===== src/rtl/cpu_pkg.sv =====
// Shared pipeline definitions: register sentinel, forwarding select codes and
// the ID/EX control bundle.
package cpu_pkg;

    localparam int         ALU_OP_W = 4;
    localparam logic [4:0] NULL_REG = 5'b11111;

    localparam logic [1:0] FWD_REG = 2'b00;
    localparam logic [1:0] FWD_WB  = 2'b01;
    localparam logic [1:0] FWD_MEM = 2'b10;

    typedef struct packed {
        logic                valid;
        logic                reg_write;
        logic                mem_read;
        logic                alu_src;
        logic [ALU_OP_W-1:0] alu_op;
    } ctrl_t;

    // All-zero control: an instruction slot that does nothing.
    function automatic ctrl_t bubble_ctrl();
        ctrl_t c;
        c = '0;
        return c;
    endfunction

endpackage


===== src/rtl/operand_fwd_mux.sv =====
// 3:1 operand forwarding mux; the reserved select code falls back to the
// stored register-file value.
module operand_fwd_mux
    import cpu_pkg::*;
#(
    parameter int DW = 32
) (
    input  logic [1:0]    sel,
    input  logic [DW-1:0] reg_data,
    input  logic [DW-1:0] mem_data,
    input  logic [DW-1:0] wb_data,
    output logic [DW-1:0] data
);

    always_comb begin
        data = reg_data;
        case (sel)
            FWD_MEM: data = mem_data;
            FWD_WB:  data = wb_data;
            default: data = reg_data;
        endcase
    end

endmodule


===== src/rtl/id_ex_stage.sv =====
// ID/EX pipeline register with load-use hazard detection, bubble insertion,
// a saturating bubble counter and forwarded ALU operand buses.
module id_ex_stage
    import cpu_pkg::*;
#(
    parameter int            DW       = 32,
    parameter int            RW       = 5,
    parameter logic [RW-1:0] NULL_REG = cpu_pkg::NULL_REG,
    parameter int            CW       = 16
) (
    input  logic                clk,
    input  logic                rst_n,
    input  logic                id_valid,
    input  logic [RW-1:0]       id_rs,
    input  logic [RW-1:0]       id_rt,
    input  logic                id_uses_rt,
    input  logic [RW-1:0]       id_dest,
    input  logic                id_reg_write,
    input  logic                id_mem_read,
    input  logic                id_alu_src,
    input  logic [ALU_OP_W-1:0] id_alu_op,
    input  logic [DW-1:0]       id_rs_data,
    input  logic [DW-1:0]       id_rt_data,
    input  logic [DW-1:0]       id_imm,
    input  logic                hold,
    input  logic                flush,
    input  logic [1:0]          fwd_a,
    input  logic [1:0]          fwd_b,
    input  logic [DW-1:0]       mem_result,
    input  logic [DW-1:0]       wb_data,
    output logic                ex_valid,
    output logic [RW-1:0]       ex_rs,
    output logic [RW-1:0]       ex_rt,
    output logic [RW-1:0]       ex_dest,
    output logic                ex_reg_write,
    output logic                ex_mem_read,
    output logic [ALU_OP_W-1:0] ex_alu_op,
    output logic [DW-1:0]       ex_rt_fwd,
    output logic [DW-1:0]       op_a,
    output logic [DW-1:0]       op_b,
    output logic                stall_id,
    output logic [CW-1:0]       bubble_cnt
);

    ctrl_t         ctrl_reg;
    ctrl_t         ctrl_next;
    logic [RW-1:0] rs_reg;
    logic [RW-1:0] rt_reg;
    logic [RW-1:0] dest_reg;
    logic [RW-1:0] dest_next;
    logic [DW-1:0] rs_data_reg;
    logic [DW-1:0] rt_data_reg;
    logic [DW-1:0] imm_reg;
    logic [CW-1:0] bubble_cnt_reg;

    logic hazard;
    logic load_bubble;
    logic load_instr;
    logic count_bubble;

    // An empty decode slot enters EX with all side effects suppressed.
    always_comb begin
        ctrl_next = bubble_ctrl();
        dest_next = NULL_REG;
        if (id_valid) begin
            ctrl_next.valid     = 1'b1;
            ctrl_next.reg_write = id_reg_write;
            ctrl_next.mem_read  = id_mem_read;
            ctrl_next.alu_src   = id_alu_src;
            ctrl_next.alu_op    = id_alu_op;
            dest_next           = id_dest;
        end
    end

    assign hazard = ctrl_reg.valid & ctrl_reg.mem_read & (dest_reg != NULL_REG) & id_valid &
                    ((dest_reg == id_rs) | (id_uses_rt & (dest_reg == id_rt)));

    assign stall_id     = hazard & ~flush;
    assign load_bubble  = flush | (~hold & hazard);
    assign load_instr   = ~flush & ~hold & ~hazard;
    assign count_bubble = ~flush & ~hold & hazard & ~(&bubble_cnt_reg);

    always_ff @(posedge clk or negedge rst_n) begin
        if (!rst_n) begin
            ctrl_reg    <= bubble_ctrl();
            rs_reg      <= NULL_REG;
            rt_reg      <= NULL_REG;
            dest_reg    <= NULL_REG;
            rs_data_reg <= '0;
            rt_data_reg <= '0;
            imm_reg     <= '0;
        end else if (load_bubble) begin
            // Operand data is left as is; a bubble never consumes it.
            ctrl_reg <= bubble_ctrl();
            rs_reg   <= NULL_REG;
            rt_reg   <= NULL_REG;
            dest_reg <= NULL_REG;
        end else if (load_instr) begin
            ctrl_reg    <= ctrl_next;
            rs_reg      <= id_rs;
            rt_reg      <= id_rt;
            dest_reg    <= dest_next;
            rs_data_reg <= id_rs_data;
            rt_data_reg <= id_rt_data;
            imm_reg     <= id_imm;
        end
    end

    always_ff @(posedge clk or negedge rst_n) begin
        if (!rst_n) begin
            bubble_cnt_reg <= '0;
        end else if (count_bubble) begin
            bubble_cnt_reg <= bubble_cnt_reg + CW'(1);
        end
    end

    // Index 0 forwards rs, index 1 forwards rt.
    logic [1:0]    fwd_sel    [2];
    logic [DW-1:0] fwd_stored [2];
    logic [DW-1:0] fwd_out    [2];

    assign fwd_sel[0]    = fwd_a;
    assign fwd_sel[1]    = fwd_b;
    assign fwd_stored[0] = rs_data_reg;
    assign fwd_stored[1] = rt_data_reg;

    generate
        for (genvar gi = 0; gi < 2; gi++) begin : g_fwd
            operand_fwd_mux #(
                .DW(DW)
            ) u_fwd_mux (
                .sel      (fwd_sel[gi]),
                .reg_data (fwd_stored[gi]),
                .mem_data (mem_result),
                .wb_data  (wb_data),
                .data     (fwd_out[gi])
            );
        end
    endgenerate

    assign op_a      = fwd_out[0];
    assign ex_rt_fwd = fwd_out[1];
    assign op_b      = ctrl_reg.alu_src ? imm_reg : fwd_out[1];

    assign ex_valid     = ctrl_reg.valid;
    assign ex_rs        = rs_reg;
    assign ex_rt        = rt_reg;
    assign ex_dest      = dest_reg;
    assign ex_reg_write = ctrl_reg.reg_write;
    assign ex_mem_read  = ctrl_reg.mem_read;
    assign ex_alu_op    = ctrl_reg.alu_op;
    assign bubble_cnt   = bubble_cnt_reg;

endmodule


===== config.mk =====
export PLATFORM = sky130hd
export DESIGN_NAME = id_ex_stage
export DESIGN_NICKNAME = d
export VERILOG_FILES = /design/src/rtl/cpu_pkg.sv /design/src/rtl/operand_fwd_mux.sv /design/src/rtl/id_ex_stage.sv
export SDC_FILE = /design/constraint.sdc
export NUM_CORES = 1
export LEC_CHECK = 0
export ABC_AREA = 1
export BUFFER_PORTS_ARGS = -buffer_cell sky130_fd_sc_hd__buf_2
export CAP_MARGIN = 25
export CORE_MARGIN = 8
export CORE_UTILIZATION = 38
export CTS_CLUSTER_DIAMETER = 100
export CTS_CLUSTER_SIZE = 10
export DETAILED_ROUTE_END_ITERATION = 8
export GPL_TIMING_DRIVEN = 0
export PLACE_DENSITY = 0.69
export SLEW_MARGIN = 10
export SYNTH_ARGS = -nofsm -noshare
export SYNTH_HDL_FRONTEND = slang
export SYNTH_SLANG_ARGS = --single-unit

===== constraint.sdc =====
create_clock -name clk -period 3.9 [get_ports clk]
set_input_delay 0.195 -clock clk [delete_from_list [all_inputs] [get_ports clk]]
set_output_delay 0.195 -clock clk [all_outputs]
set_load 0.05 [all_outputs]

==> impl_metrics.prom <==
# TYPE chip_impl_metric gauge
chip_impl_metric{name="worst_slack",unit="ps"} 1200
chip_impl_info{name="worstSetupStartpoint",value="ctrl_reg[4]"} 1
chip_impl_metric{name="avgRoutedWirePerCell",unit="µm"} 20.1
chip_impl_info{name="cp_common_cell",value="nand2_1"} 1
chip_impl_metric{name="drtAntennaViolNets",unit=""} 0
chip_impl_metric{name="cts-buffers-inserted",unit=""} 17
chip_impl_metric{name="number_of_nets_in_the_synthesized_netlist",unit=""} 1310
chip_impl_metric{name="timing.reg2reg.setup_slack",unit="ps"} 1940
chip_impl_metric{name="worst_slew_margin_rel",unit=""} 0.472
chip_impl_metric{name="finClkSkew",unit="ps"} 12.9
chip_impl_metric{name="die_h",unit="µm"} 158
chip_impl_info{name="timing.hold.worst.start",value="id_imm[4]"} 1
chip_impl_metric{name="crit_path_max_incr_delay",unit="ps"} 480
chip_impl_metric{name="boundaryPins",unit=""} 327
chip_impl_metric{name="finish.net_count",unit=""} 1676
chip_impl_info{name="setup.worst_path.start_class",value="flip-flop"} 1
chip_impl_metric{name="syn2layout_area_growth",unit="%"} 36.9
chip_impl_metric{name="drt-met1-wl",unit="µm"} 14200
chip_impl_metric{name="multi_input_combinational_cell_area",unit="mm²"} 0.00371
chip_impl_info{name="critPathKind",value="flip-flop to primary output"} 1
chip_impl_metric{name="synth.lib_cells_used.distinct",unit=""} 23
chip_impl_metric{name="1st_pass_router_iterations",unit=""} 5
chip_impl_metric{name="power.net_switching",unit="mW"} 1.93
chip_impl_metric{name="rows",unit=""} 52
chip_impl_metric{name="drv.max_cap_violation_count",unit=""} 0
chip_impl_metric{name="die-width",unit="µm"} 158
chip_impl_metric{name="internal_power",unit="mW"} 2.95
chip_impl_info{name="clock_tree_from_tritoncts",value="done"} 1
chip_impl_metric{name="dp_hpwl",unit="µm"} 28000
chip_impl_metric{name="power_frac_comb",unit=""} 0.320
chip_impl_info{name="timing.rr.end",value="bubble_cnt[12]"} 1
chip_impl_metric{name="met3WireLength",unit="µm"} 3140
chip_impl_info{name="outcome",value="complete, no violations"} 1
chip_impl_metric{name="cts_buffer_depth",unit=""} 2
chip_impl_info{name="cp_top_family",value="buffers and inverters"} 1
chip_impl_metric{name="drive_above_1_share",unit=""} 0.277
chip_impl_metric{name="setup_viol",unit=""} 0
chip_impl_metric{name="ff2ff_path_depth",unit=""} 8
chip_impl_info{name="crit_chain",value="clkbuf_1 -> inv_1 -> buf_1 -> nand2_1 -> nand2_1 -> buf_2"} 1
chip_impl_metric{name="antenna_found_initial",unit=""} 4
chip_impl_metric{name="powerDensity",unit="mW/mm²"} 464
chip_impl_metric{name="timing.critical_path.fanout_max",unit=""} 10
chip_impl_metric{name="timing_worst_slew_pin_value",unit="ps"} 792
chip_impl_metric{name="vias_per_cell",unit=""} 5.11
chip_impl_metric{name="initial_util",unit=""} 0.383
chip_impl_metric{name="critPathRequiredTime",unit="ps"} 3700
chip_impl_metric{name="cts.reportedPaths.clkPinSlew",unit="ps"} 70
chip_impl_metric{name="final-hold-violation-count",unit=""} 0
chip_impl_metric{name="cts_num_sinks",unit=""} 135
chip_impl_metric{name="port_bufs",unit=""} 325
chip_impl_metric{name="yosys_warnings",unit=""} 0
chip_impl_metric{name="ff_latch_area",unit="mm²"} 0.00340
chip_impl_info{name="critPathCaptureType",value="primary output"} 1
chip_impl_metric{name="sw_frac_of_total",unit=""} 0.395
chip_impl_metric{name="floorplan.die_area",unit="mm²"} 0.0250
chip_impl_metric{name="finalSetupTns",unit="ps"} 0
chip_impl_metric{name="grt_start_max_net_pins",unit=""} 84
chip_impl_metric{name="first_global_vias",unit=""} 8866
chip_impl_metric{name="drcViolationCount",unit=""} 0
chip_impl_metric{name="worst-path-stages",unit=""} 6
chip_impl_metric{name="first_iter_violations",unit=""} 618
chip_impl_info{name="topRoutingLayerUsed",value="met5"} 1
chip_impl_metric{name="power.clock.fraction",unit=""} 0.347
chip_impl_metric{name="globalplace.congestion",unit=""} 0.932
chip_impl_metric{name="detail_route.wirelength",unit="µm"} 35400
chip_impl_metric{name="cts_htree_levels",unit=""} 4
chip_impl_metric{name="leakagePower",unit="nW"} 5.75
chip_impl_info{name="worst_r2r_startpoint",value="bubble_cnt[0]"} 1
chip_impl_metric{name="global_route_wire_length_before_repair",unit="µm"} 51700
chip_impl_metric{name="sequential_share_of_the_synthesized_area",unit=""} 0.442
chip_impl_metric{name="core_area",unit="mm²"} 0.0200
chip_impl_metric{name="timing.final.crit_share",unit=""} 0.691
chip_impl_metric{name="pre_cts_slack",unit="ps"} 1460
chip_impl_metric{name="timing.critical_path.arrival",unit="ps"} 2500
chip_impl_info{name="holdCritPathClass",value="input port to flip-flop"} 1
chip_impl_metric{name="cts_resized",unit=""} 0
chip_impl_metric{name="via_count",unit=""} 9014
chip_impl_metric{name="worst_ir_drop_vdd",unit="mV"} 0.292
chip_impl_metric{name="cp.buffers_inverters",unit=""} 4
chip_impl_info{name="grt_setup_unrepaired",value="no"} 1
chip_impl_metric{name="yosys_register_bits",unit=""} 135
chip_impl_metric{name="fmax",unit="GHz"} 0.371
chip_impl_metric{name="routed-wl-met2",unit="µm"} 16600
chip_impl_info{name="critPathCapture",value="op_b[23]"} 1
chip_impl_metric{name="finalMaxSlewViolations",unit=""} 0
chip_impl_metric{name="insertion_delay_of_the_later_clocked_pin_in_the_worst_skew_pair",unit="ps"} 420
chip_impl_metric{name="syn-mean-instance-area",unit="µm²"} 6.90
chip_impl_info{name="critical_path_slowest_stage_cell",value="buf_1"} 1
chip_impl_metric{name="syn_inst",unit=""} 1113
chip_impl_metric{name="grt_overflow_total",unit=""} 0
chip_impl_metric{name="final_period_minus_worst_setup_slack",unit="ps"} 2700
chip_impl_info{name="cts.root.buffer_cell",value="clkbuf_16"} 1
chip_impl_metric{name="syn_area",unit="mm²"} 0.00768
chip_impl_metric{name="final.fill_count",unit=""} 2130
chip_impl_metric{name="global_route.usage.total",unit=""} 0.277
chip_impl_metric{name="power.share.sequential",unit=""} 0.333
chip_impl_metric{name="timing.hold.worst_path_depth",unit=""} 3
[area by class of cell]
class / count / area share
Inverter: 49 / 0.0175
Sequential cell: 135 / 0.323
Buffer: 77 / 0.0367
Clock buffer: 18 / 0.0418
Antenna cell: 3 / 0.000714
Timing Repair Buffer: 347 / 0.178
Tap cell: 270 / 0.0321
Clock inverter: 14 / 0.0165
Multi-Input combinational cell: 852 / 0.353
[per-layer routing]
metal,vias to the layer above,track usage
met1,4207,0.333
li1,4298,-
met3,83,0.0762
met5,-,0
met2,420,0.451
met4,6,0.135
[through the flow]
stage	util	area [µm²]	hold WS [ps]	std cells	power, mW
final	0.525	10500	13.4	1765	4.88
after CTS	0.524	10500	0.239	1762	4.90
after detailed placement	0.483	9680	151	1709	3.19
after global placement	0.481	9650	425	1708	3.17
after global routing	0.524	10500	2.76	1763	5.08
after floorplan	-	7680	-101	1113	2.66
[worst min-delay path: cells and delay by family]
kind | cells | cell delay (ps)
simple gates | 2 | 120
buf+inv | 1 | 80
[cell usage after synthesis]
library cell / count / area share
nand4_2: 1 / 0.0016
nand2_2: 3 / 0.0024
nand3_1: 124 / 0.081
buf_4: 6 / 0.0059
inv_2: 3 / 0.0015
nor2_1: 83 / 0.041
nand2_1: 455 / 0.22
xor2_1: 8 / 0.0091
dfrtp_1: 120 / 0.39
a21oi_1: 128 / 0.083
nor2_4: 1 / 0.0015
buf_1: 8 / 0.0039
xnor2_1: 7 / 0.0080
nor2_2: 2 / 0.0016
inv_1: 46 / 0.022
dfstp_2: 15 / 0.051
ha_1: 5 / 0.0081
o21ai_0: 16 / 0.010
clkbuf_1: 39 / 0.019
buf_6: 7 / 0.010
nand4_1: 8 / 0.0065
buf_2: 17 / 0.011
nor3_1: 11 / 0.0072
[kinds of logic (layout without fill, tap and decap cells)]
| group | after synthesis | in the layout | share of synthesized area |
|---|---|---|---|
| xor gates and xnor gates | 15 | 15 | 0.0171 |
| AOI/OAI and AO/OA | 144 | 144 | 0.0938 |
| buffers and inverters | 126 | 505 | 0.0741 |
| adders and majority gates | 5 | 5 | 0.00814 |
| other | 0 | 3 | 0 |
| and+or+nand+nor | 688 | 688 | 0.365 |
| DFF | 135 | 135 | 0.442 |
[cells in the final DEF, fill, tap and decap left out, types with 11 or more instances in the layout]
master	n
a21oi_1	128
buf_2	341
clkbuf_1	39
clkbuf_16	17
dfrtp_1	120
dfstp_2	15
dlygate4sd3_1	21
inv_1	46
nand2_1	455
nand3_1	124
nor2_1	83
nor3_1	11
o21ai_0	16
[how the worst min path moves through the flow]
stage                       to
5_1_grt        rs_data_reg[29]
3_3_place_gp   rt_data_reg[28]
4_1_cts        rs_data_reg[29]
3_5_place_dp   rs_data_reg[12]
2_1_floorplan    bubble_cnt[0]
6_report            imm_reg[4]
[power groups by stage]
| stage | registers (mW) | logic [mW] | clock network, mW |
|---|---|---|---|
| floorplan | 1.66 | 1.00 | 0 |
| global placement | 1.64 | 1.53 | 0 |
| detailed placement | 1.65 | 1.55 | 0 |
| CTS | 1.62 | 1.57 | 1.72 |
| global route | 1.64 | 1.66 | 1.78 |
| finish | 1.62 | 1.56 | 1.70 |
[timing repair]
action | 4_1_cts | 5_1_grt
endpoints found under the hold margin | 57 | 0
endpoints found under the setup margin | 0 | 0
setup buffers | 0 | 0
hold buffers | 21 | 0
(Power assumes the default switching activity.)
